--- config.mk ---
export PLATFORM = sky130hd
export DESIGN_NAME = spike_window_decoder
export DESIGN_NICKNAME = d
export VERILOG_FILES = /design/src/rtl/spike_window_decoder.sv
export SDC_FILE = /design/constraint.sdc
export NUM_CORES = 1
export LEC_CHECK = 0
export CAP_MARGIN = 5
export CORE_MARGIN = 2
export CORE_UTILIZATION = 30
export DETAILED_ROUTE_END_ITERATION = 6
export PLACE_DENSITY_LB_ADDON = 0.2
export SYNTH_ARGS = -nofsm -noshare
export SYNTH_HDL_FRONTEND = slang
export SYNTH_SLANG_ARGS = --single-unit
--- constraint.sdc ---
create_clock -name clk -period 7.6 [get_ports clk]
set_input_delay 1.9 -clock clk [delete_from_list [all_inputs] [get_ports clk]]
set_output_delay 1.9 -clock clk [all_outputs]
set_load 0.02 [all_outputs]
--- src/rtl/spike_window_decoder.sv ---
// spike_window_decoder
//   Output-side readout for a spiking network. On start it records WINDOW
//   consecutive samples of each spike channel. For each channel it reports
//   the bit pattern, the spike count and the cycle of the first spike. It also
//   reports a winner-take-all class with tie and silence flags. The result is
//   presented over a valid/ready handshake and held stable until accepted.
//
// Ports
//   clk           clock, rising edge
//   rst_n         asynchronous active-low reset
//   start         request a capture window (honoured only when idle)
//   spike_in      one spike level per channel
//   busy          capture window in progress
//   result_valid  result fields stable and offered to the consumer
//   result_ready  consumer accepts the result
//   pattern       per-channel trains, channel c at [c*WINDOW +: WINDOW],
//                 with the earliest sample in the MSB
//   count         per-channel spike counts
//   first_spike   per-channel first-spike cycle, WINDOW if the channel is silent
//   winner        lowest channel index holding the maximum count
//   tie           two or more channels share a non-zero maximum
//   no_spike      every channel stayed silent
//
// state   | meaning
// --------+------------------------------------------------
// IDLE    | waiting for start, last result still on outputs
// CAPTURE | sampling spike_in, one sample per cycle
// HOLD    | result_valid high, waiting for result_ready
module spike_window_decoder #(
    parameter int NUM_CH = 2,
    parameter int WINDOW = 40,
    parameter int CNT_W  = $clog2(WINDOW + 1),
    parameter int IDX_W  = (NUM_CH > 1) ? $clog2(NUM_CH) : 1
) (
    input  logic                      clk,
    input  logic                      rst_n,
    input  logic                      start,
    input  logic [NUM_CH-1:0]         spike_in,
    output logic                      busy,
    output logic                      result_valid,
    input  logic                      result_ready,
    output logic [NUM_CH*WINDOW-1:0]  pattern,
    output logic [NUM_CH*CNT_W-1:0]   count,
    output logic [NUM_CH*CNT_W-1:0]   first_spike,
    output logic [IDX_W-1:0]          winner,
    output logic                      tie,
    output logic                      no_spike
);

    localparam int NM_W = $clog2(NUM_CH + 1);

    typedef enum logic [1:0] {
        S_IDLE    = 2'd0,
        S_CAPTURE = 2'd1,
        S_HOLD    = 2'd2
    } state_e;

    state_e                     state_q, state_d;
    logic [CNT_W-1:0]           cyc_q, cyc_d;
    logic [NUM_CH*WINDOW-1:0]   pattern_q, pattern_d;
    logic [NUM_CH*CNT_W-1:0]    count_q, count_d;
    logic [NUM_CH*CNT_W-1:0]    first_q, first_d;
    logic [IDX_W-1:0]           winner_q, winner_d;
    logic                       tie_q, tie_d;
    logic                       no_spike_q, no_spike_d;

    logic                       last_sample;
    logic [CNT_W-1:0]           max_cnt;
    logic [IDX_W-1:0]           win_idx;
    logic [NM_W-1:0]            n_at_max;

    assign last_sample = (state_q == S_CAPTURE) && (cyc_q == CNT_W'(WINDOW - 1));

    // State register
    always_ff @(posedge clk or negedge rst_n) begin
        if (!rst_n) begin
            state_q <= S_IDLE;
        end else begin
            state_q <= state_d;
        end
    end

    // Next-state logic
    always_comb begin
        state_d = state_q;
        case (state_q)
            S_IDLE:    if (start)        state_d = S_CAPTURE;
            S_CAPTURE: if (last_sample)  state_d = S_HOLD;
            S_HOLD:    if (result_ready) state_d = S_IDLE;
            default:                     state_d = S_IDLE;
        endcase
    end

    // Output logic
    always_comb begin
        busy         = 1'b0;
        result_valid = 1'b0;
        case (state_q)
            S_CAPTURE: busy         = 1'b1;
            S_HOLD:    result_valid = 1'b1;
            default:   ;
        endcase
    end

    // Capture datapath
    always_comb begin
        cyc_d      = cyc_q;
        pattern_d  = pattern_q;
        count_d    = count_q;
        first_d    = first_q;
        if (state_q == S_IDLE && start) begin
            cyc_d     = '0;
            pattern_d = '0;
            count_d   = '0;
            for (int c = 0; c < NUM_CH; c++) begin
                first_d[c*CNT_W +: CNT_W] = CNT_W'(WINDOW);
            end
        end else if (state_q == S_CAPTURE) begin
            cyc_d = cyc_q + CNT_W'(1);
            for (int c = 0; c < NUM_CH; c++) begin
                pattern_d[c*WINDOW +: WINDOW] = {pattern_q[c*WINDOW +: WINDOW-1], spike_in[c]};
                if (spike_in[c]) begin
                    count_d[c*CNT_W +: CNT_W] = count_q[c*CNT_W +: CNT_W] + CNT_W'(1);
                    if (first_q[c*CNT_W +: CNT_W] == CNT_W'(WINDOW)) begin
                        first_d[c*CNT_W +: CNT_W] = cyc_q;
                    end
                end
            end
        end
    end

    // Classification works on the next-state counts so the final sample is
    // included and the flags are ready in the first HOLD cycle.
    always_comb begin
        max_cnt  = '0;
        win_idx  = '0;
        n_at_max = '0;
        for (int c = 0; c < NUM_CH; c++) begin
            if (count_d[c*CNT_W +: CNT_W] > max_cnt) begin
                max_cnt = count_d[c*CNT_W +: CNT_W];
                win_idx = IDX_W'(c);
            end
        end
        for (int c = 0; c < NUM_CH; c++) begin
            if (count_d[c*CNT_W +: CNT_W] == max_cnt) begin
                n_at_max = n_at_max + NM_W'(1);
            end
        end
    end

    always_comb begin
        winner_d   = winner_q;
        tie_d      = tie_q;
        no_spike_d = no_spike_q;
        if (last_sample) begin
            winner_d   = win_idx;
            tie_d      = (n_at_max > NM_W'(1)) && (max_cnt != '0);
            no_spike_d = (max_cnt == '0);
        end
    end

    always_ff @(posedge clk or negedge rst_n) begin
        if (!rst_n) begin
            cyc_q      <= '0;
            pattern_q  <= '0;
            count_q    <= '0;
            first_q    <= '0;
            winner_q   <= '0;
            tie_q      <= 1'b0;
            no_spike_q <= 1'b0;
        end else begin
            cyc_q      <= cyc_d;
            pattern_q  <= pattern_d;
            count_q    <= count_d;
            first_q    <= first_d;
            winner_q   <= winner_d;
            tie_q      <= tie_d;
            no_spike_q <= no_spike_d;
        end
    end

    assign pattern     = pattern_q;
    assign count       = count_q;
    assign first_spike = first_q;
    assign winner      = winner_q;
    assign tie         = tie_q;
    assign no_spike    = no_spike_q;

endmodule

Word level (Yosys, flattened, before mapping). Cells that the tools add are included.

Add/subtract/negate cells: 4. $lt $le $gt $ge: 3. Eq/ne operators: 10. Multiplexer cells: 25. Reductions and logical operators: 14.

Operator list (count): 80-bit two-way mux (2); 6-bit two-way mux (10); 12-bit two-way mux (4); 6-bit by 1-bit adder with 6-bit output (second input constant) (3); 6-bit == test (second input constant) (3); 6-bit == test (2); 2-bit nonzero test (5); 3-bit AND reduction (3); 2-bit two-way mux (4); 6-bit by 1-bit greater-than comparator with 1-bit output (second input constant) (1); 6-bit greater-than comparator (1); 6-bit zero test (1); 2-bit inequality test (second input constant) (3); 2-bit case mux with 3 select lines (1); 6-bit nonzero test (1); 1-bit two-way mux (4); 1-bit logical AND (3); 2-bit by 1-bit adder with 2-bit output (second input constant) (1); 2-bit by 1-bit == test with 1-bit output (second input constant) (1); 2-bit == test (second input constant) (1); 2-bit by 1-bit greater-than comparator with 1-bit output (second input constant) (1); 2-bit zero test (1).

Register bits: 115. Input bits: 6. Word-level logic and storage cells: 65.

Depth between registers and ports, before layout.
Depth after elaboration: 14. Mapped depth: 14. Mapped depth without buffers: 12.

Least setup slack after synthesis. No wires, ideal clock.

Path type: input -> register. From: input port start. To: register no_spike_q, in the netlist no_spike. Setup time: 128 ps. Arrival: 3917 ps. Slack: 3554 ps. Cell stages on the path: 12. Path buffers: 3. Cells stage by stage: and2_2 > clkbuf_8 > clkbuf_1 > clkbuf_1 > a21oi_1 > ha_1 > and4_1 > and3_1 > a31oi_1 > nor4_1 > a32oi_1 > o21ai_0.

Elaborated cells between the ends (all ways): 7.

RTL lines: start: declaration (RTL line 37) `input logic start,`; 1-bit logical AND (*) (RTL line 111) `if (state_q == S_IDLE && start) begin`; 12-bit two-way mux (*) (RTL line 111); via count_d[9] (RTL line 61) `logic [NUM_CH*CNT_W-1:0] count_q, count_d;`; 6-bit greater-than comparator (RTL line 139) `if (count_d[c*CNT_W +: CNT_W] > max_cnt) begin`; 6-bit two-way mux (*) (RTL line 139); 6-bit zero test (*) (RTL line 158) `no_spike_d = (max_cnt == '0);`; end signal: assignment (RTL line 178) `no_spike_q <= no_spike_d;`; end: declaration (RTL line 65) `logic no_spike_q, no_spike_d;`.

The timed path passes the listed nets; every way through them passes the cells marked *. A chain may end at the register's enable or synchronous reset.

Worst setup path in the final report.
From: input port spike_in[0]. To: register tie_q, in the netlist tie.

Word-level cells in the longest chain between the ends: 13. Elaborated cells between the ends (all ways): 15.

Ends and longest elaborated chain: start: declaration (RTL line 38) `input logic [NUM_CH-1:0] spike_in,`; 6-bit two-way mux (*) (RTL line 122) `if (spike_in[c]) begin`; 12-bit two-way mux (*) (RTL line 118) `end else if (state_q == S_CAPTURE) begin`; 12-bit two-way mux (*) (RTL line 111); 6-bit by 1-bit greater-than comparator with 1-bit output (RTL line 139); 6-bit two-way mux (RTL line 139); 6-bit greater-than comparator (RTL line 139); 6-bit two-way mux (RTL line 139); 6-bit == test (RTL line 145) `if (count_d[c*CNT_W +: CNT_W] == max_cnt) begin`; 1-bit two-way mux (RTL line 145); 2-bit by 1-bit adder with 2-bit output (RTL line 146) `n_at_max = n_at_max + NM_W'(1);`; 2-bit two-way mux (RTL line 145); 2-bit by 1-bit greater-than comparator with 1-bit output (RTL line 157) `tie_d = (n_at_max > NM_W'(1)) && (max_cnt != '0);`; 1-bit logical AND (*) (RTL line 157); end signal: assignment (RTL line 177) `tie_q <= tie_d;`; end: declaration (RTL line 64) `logic tie_q, tie_d;`.

Mark *: on every way between the ends. The rest lies on a longest branch, timed or not.

==> summary.md <==
| Metric | Value |
|---|---|
| CP max FO | `7` |
| CTS tree | `yes` |
| Drt wl/cell | `15.6 um` |
| RR Endpoint | `tie$_DFFE_PN0P_` |
| Bufs and invs on worst path | `1` |
| Initial Util | `31.0%` |
| Commonest non-fill, non-tap cell in the layout | `nand2_1` |
| Distinct cells, synth | `59` |
| Post-DP HPWL | `8910 um` |
| Post-synth EDFFs | `0` |
| CP cell instances | `clkdlybuf4s50_1, nand4b_4, or3_4, a21o_2, ha_1, and4_1, and3_1, a31oi_1, nor4_1, a32oi_1, a31o_1` |
| Die area | `18,300 um^2` |
| Multi-input logic area | `2100 um^2` |
| Number of vias in the routed layout | `4,382` |
| Pre-CTS setup slack | `2.79 ns` |
| Combinational cell fraction of total power | `42.6%` |
| Cell chosen for the clock root | `clkbuf_16` |
| Ys Warns | `0` |
| Initial antenna violation count | `0` |
| Via density | `4.91` |
| Final setup vio count | `0` |
| Area grow syn2layout | `36.4%` |
| Reg2Reg Setup Slack | `4.31 ns` |
| Syn nets | `569` |
| GRT Util Overall | `15.9%` |
| Rel. slew slack | `43.1%` |
| Total wire length | `13,900 um` |
| Slew of the pin with the lowest slew margin | `0.854 ns` |
| RSZ-0062 raised after global routing | `false` |
| Min-Delay Path Depth | `2` |
| First-pass GRT wire length | `22,700 um` |
| Share of power burned in the clock network | `23.5%` |
| Switching share of power | `39.2%` |
| Async S/R FF share, synth | `100%` |
| Ys flop type | `dfrtp_1` |
| IR drop worst, VDD | `0.000201 V` |
| Post-CTS Resized | `0` |
| P_leak | `3.02 nW` |
| Syn Inst Count | `554` |
| Reg2Reg Depth | `10` |
| Vias in the first global route | `4,267` |
| Clock-pin slew on the worst setup and hold paths | `0.05 ns` |
| Worst EP arrival | `4.77 ns` |
| Register share of total power | `34.0%` |
| Post-Syn Area | `5170 um^2` |
| Worst hold margin | `0.504 ns` |
| Max incr delay on CP | `0.61 ns` |
| Internal | `2.03 mW` |
| Initial DRC count | `335` |
| Slowest cell on the critical path | `clkdlybuf4s50_1` |
| Fin. max-slew vios | `0` |
| Crit path max-delay family | `simple AND/OR/NAND/NOR gates` |
| Largest net degree at the start of global routing | `82` |
| Maxcap violations | `0` |
| Io pins | `115` |
| Final setup skew | `0.00999 ns` |
| Reg area | `2880 um^2` |
| Row cnt | `47` |
| CORE AREA | `16,700 um^2` |
| RD Place Congestion | `0.880` |
| Min-delay src | `pattern[44]$_DFFE_PN0P_` |
| Filler cell count | `1,655` |
| Mapped Avg Cell Area | `9.33 um^2` |
| Layout cells sized above 1 | `8.93%` |
| Post-CTS Hold Fix Bufs | `0` |
| Tcrit/Tclk final | `58.2%` |
| Die Ht | `135 um` |
| Fmax | `0.226 GHz` |
| Power per Cell Area | `474 nW/um^2` |
| Sink Count | `115` |
| Clk buf depth | `2` |
| Worst skew pair latency | `0.41 ns` |
| Hold Path End | `pattern[45]$_DFFE_PN0P_` |
| Min-delay worst type | `reg -> reg` |
| Sequential share of the synthesized area | `55.7%` |
| RR Startpoint | `state_q[0]$_DFFE_PN0P_` |
| H-tree depth | `4` |
| Final critical path time including I/O delays and setup | `4.42 ns` |
| CP Capture Type | `flip-flop` |
| Post-route ant nets | `0` |
| Commonest non-fill, non-tap cells in the layout | `184 x nand2_1, 115 x dfrtp_1, 113 x clkdlybuf4s50_1` |
| CP startpoint kind | `input pin` |
| Kind of critical path | `in -> reg` |
| Hold Fails Final Rpt | `0` |
| Status | `completed` |
| Final #Nets | `674` |
| Worst EP required | `7.94 ns` |
| Net Sw Power | `1.31 mW` |
| Detailed Routing Iterations Pass 1 | `5` |
| Post-CTS setup buffer count | `0` |
| Worst setup margin | `3.18 ns` |
| # DRC | `0` |
| # port buffers | `114` |
| Synth Register Bits | `115` |
| Sum Neg Setup Slack | `0 ns` |
| Inserted Clock Buffers | `17` |
| Grt total ovfl | `0` |
| # diodes | `0` |
| Die width | `135 um` |
[worst reg2reg max path: stages, from the launching register on]
cell and delay, ns:
dfrtp_1 0.88, nand3b_2 0.30, or3_4 0.46, a21oi_1 0.22, ha_1 0.28, and4_1 0.19
and3_1 0.18, a31oi_1 0.26, nor4_1 0.08, a32oi_1 0.21, a31o_1 0.18
[cell usage after synthesis, drive strengths merged, types with 3 or more instances]
master    n  area, um^2
nand2   184         691
dfrtp   115        2880
o21ai    95         475
clkbuf   28         125
nor2     15        56.3
inv      13        48.8
a21oi    10        50.1
ha        9         113
nor3      7        35.0
nand3     6        30.0
mux2      5        56.3
buf       4        25.0
xnor2     4        35.0
a22o      3        28.8
and2      3        20.0
nand2b    3        18.8
nor4      3        25.0
o21a      3        22.5
xor2      3        26.3
[worst max-delay path by stage]
stage / startpoint / endpoint / slack, ns / depth (start not counted)
floorplan: start / no_spike$_DFFE_PN0P_ / 3.55 / 12
global placement: spike_in[0] / no_spike$_DFFE_PN0P_ / 2.88 / 11
detailed placement: spike_in[0] / no_spike$_DFFE_PN0P_ / 2.79 / 11
CTS: spike_in[0] / tie$_DFFE_PN0P_ / 3.21 / 11
global route: spike_in[1] / tie$_DFFE_PN0P_ / 2.98 / 11
finish: spike_in[0] / tie$_DFFE_PN0P_ / 3.18 / 11
[registers in the layout (all words and copies together) (netlist names)]
name,cells
count,12
tie,1
no_spike,1
winner,1
state_q,2
first_spike,12
pattern,80
cyc_q,6
[area by class of cell]
type | instances | share of cell area (%)
Multi-Input combinational cell | 394 | 29.8
Inverter | 13 | 0.692
Timing Repair Buffer | 118 | 16.6
Clock buffer | 24 | 6.83
Tap cell | 220 | 3.90
Sequential cell | 115 | 40.8
Clock inverter | 8 | 1.44
[kinds of logic (layout without fill, tap and decap cells)]
group	after synthesis	count (layout)	synth area share, %
AND/OR/NAND/NOR	241	241	20.8
AO/OA/AOI/OAI	132	132	15.2
flip-flops	115	115	55.7
buffers and inverters	45	163	3.85
adder cells (fa/ha/maj)	9	9	2.18
XOR/XNOR	7	7	1.19
multiplexers	5	5	1.09
[metrics by stage]
stage,cell area (um^2),instances,util (%),power (mW)
floorplan,5170,554,-,1.88
global placement,6470,860,38.7,2.55
detailed placement,6470,860,38.7,2.58
CTS,7050,892,42.2,3.38
global route,7050,892,42.2,3.57
finish,7050,892,42.2,3.34
[per-layer routing]
layer  routed length, um  GRT usage [%]  up-vias  share of wire (%)
met2                6860           25.5      119                 49
met5                   0              0        -                  0
met1                6270           20.6     2167                 45
met3                 564           4.41       16                4.1
li1                    -              -     2080                  -
met4                 187           5.56        0                1.3
[power groups by stage]
stage / clock network [mW] / registers [mW] / logic, mW
3_3_place_gp: 0 / 1.13 / 1.41
4_1_cts: 0.807 / 1.14 / 1.44
6_report: 0.784 / 1.14 / 1.42
5_1_grt: 0.838 / 1.17 / 1.56
3_5_place_dp: 0 / 1.14 / 1.43
2_1_floorplan: 0 / 1.37 / 0.518
(Power assumes the default switching activity.)
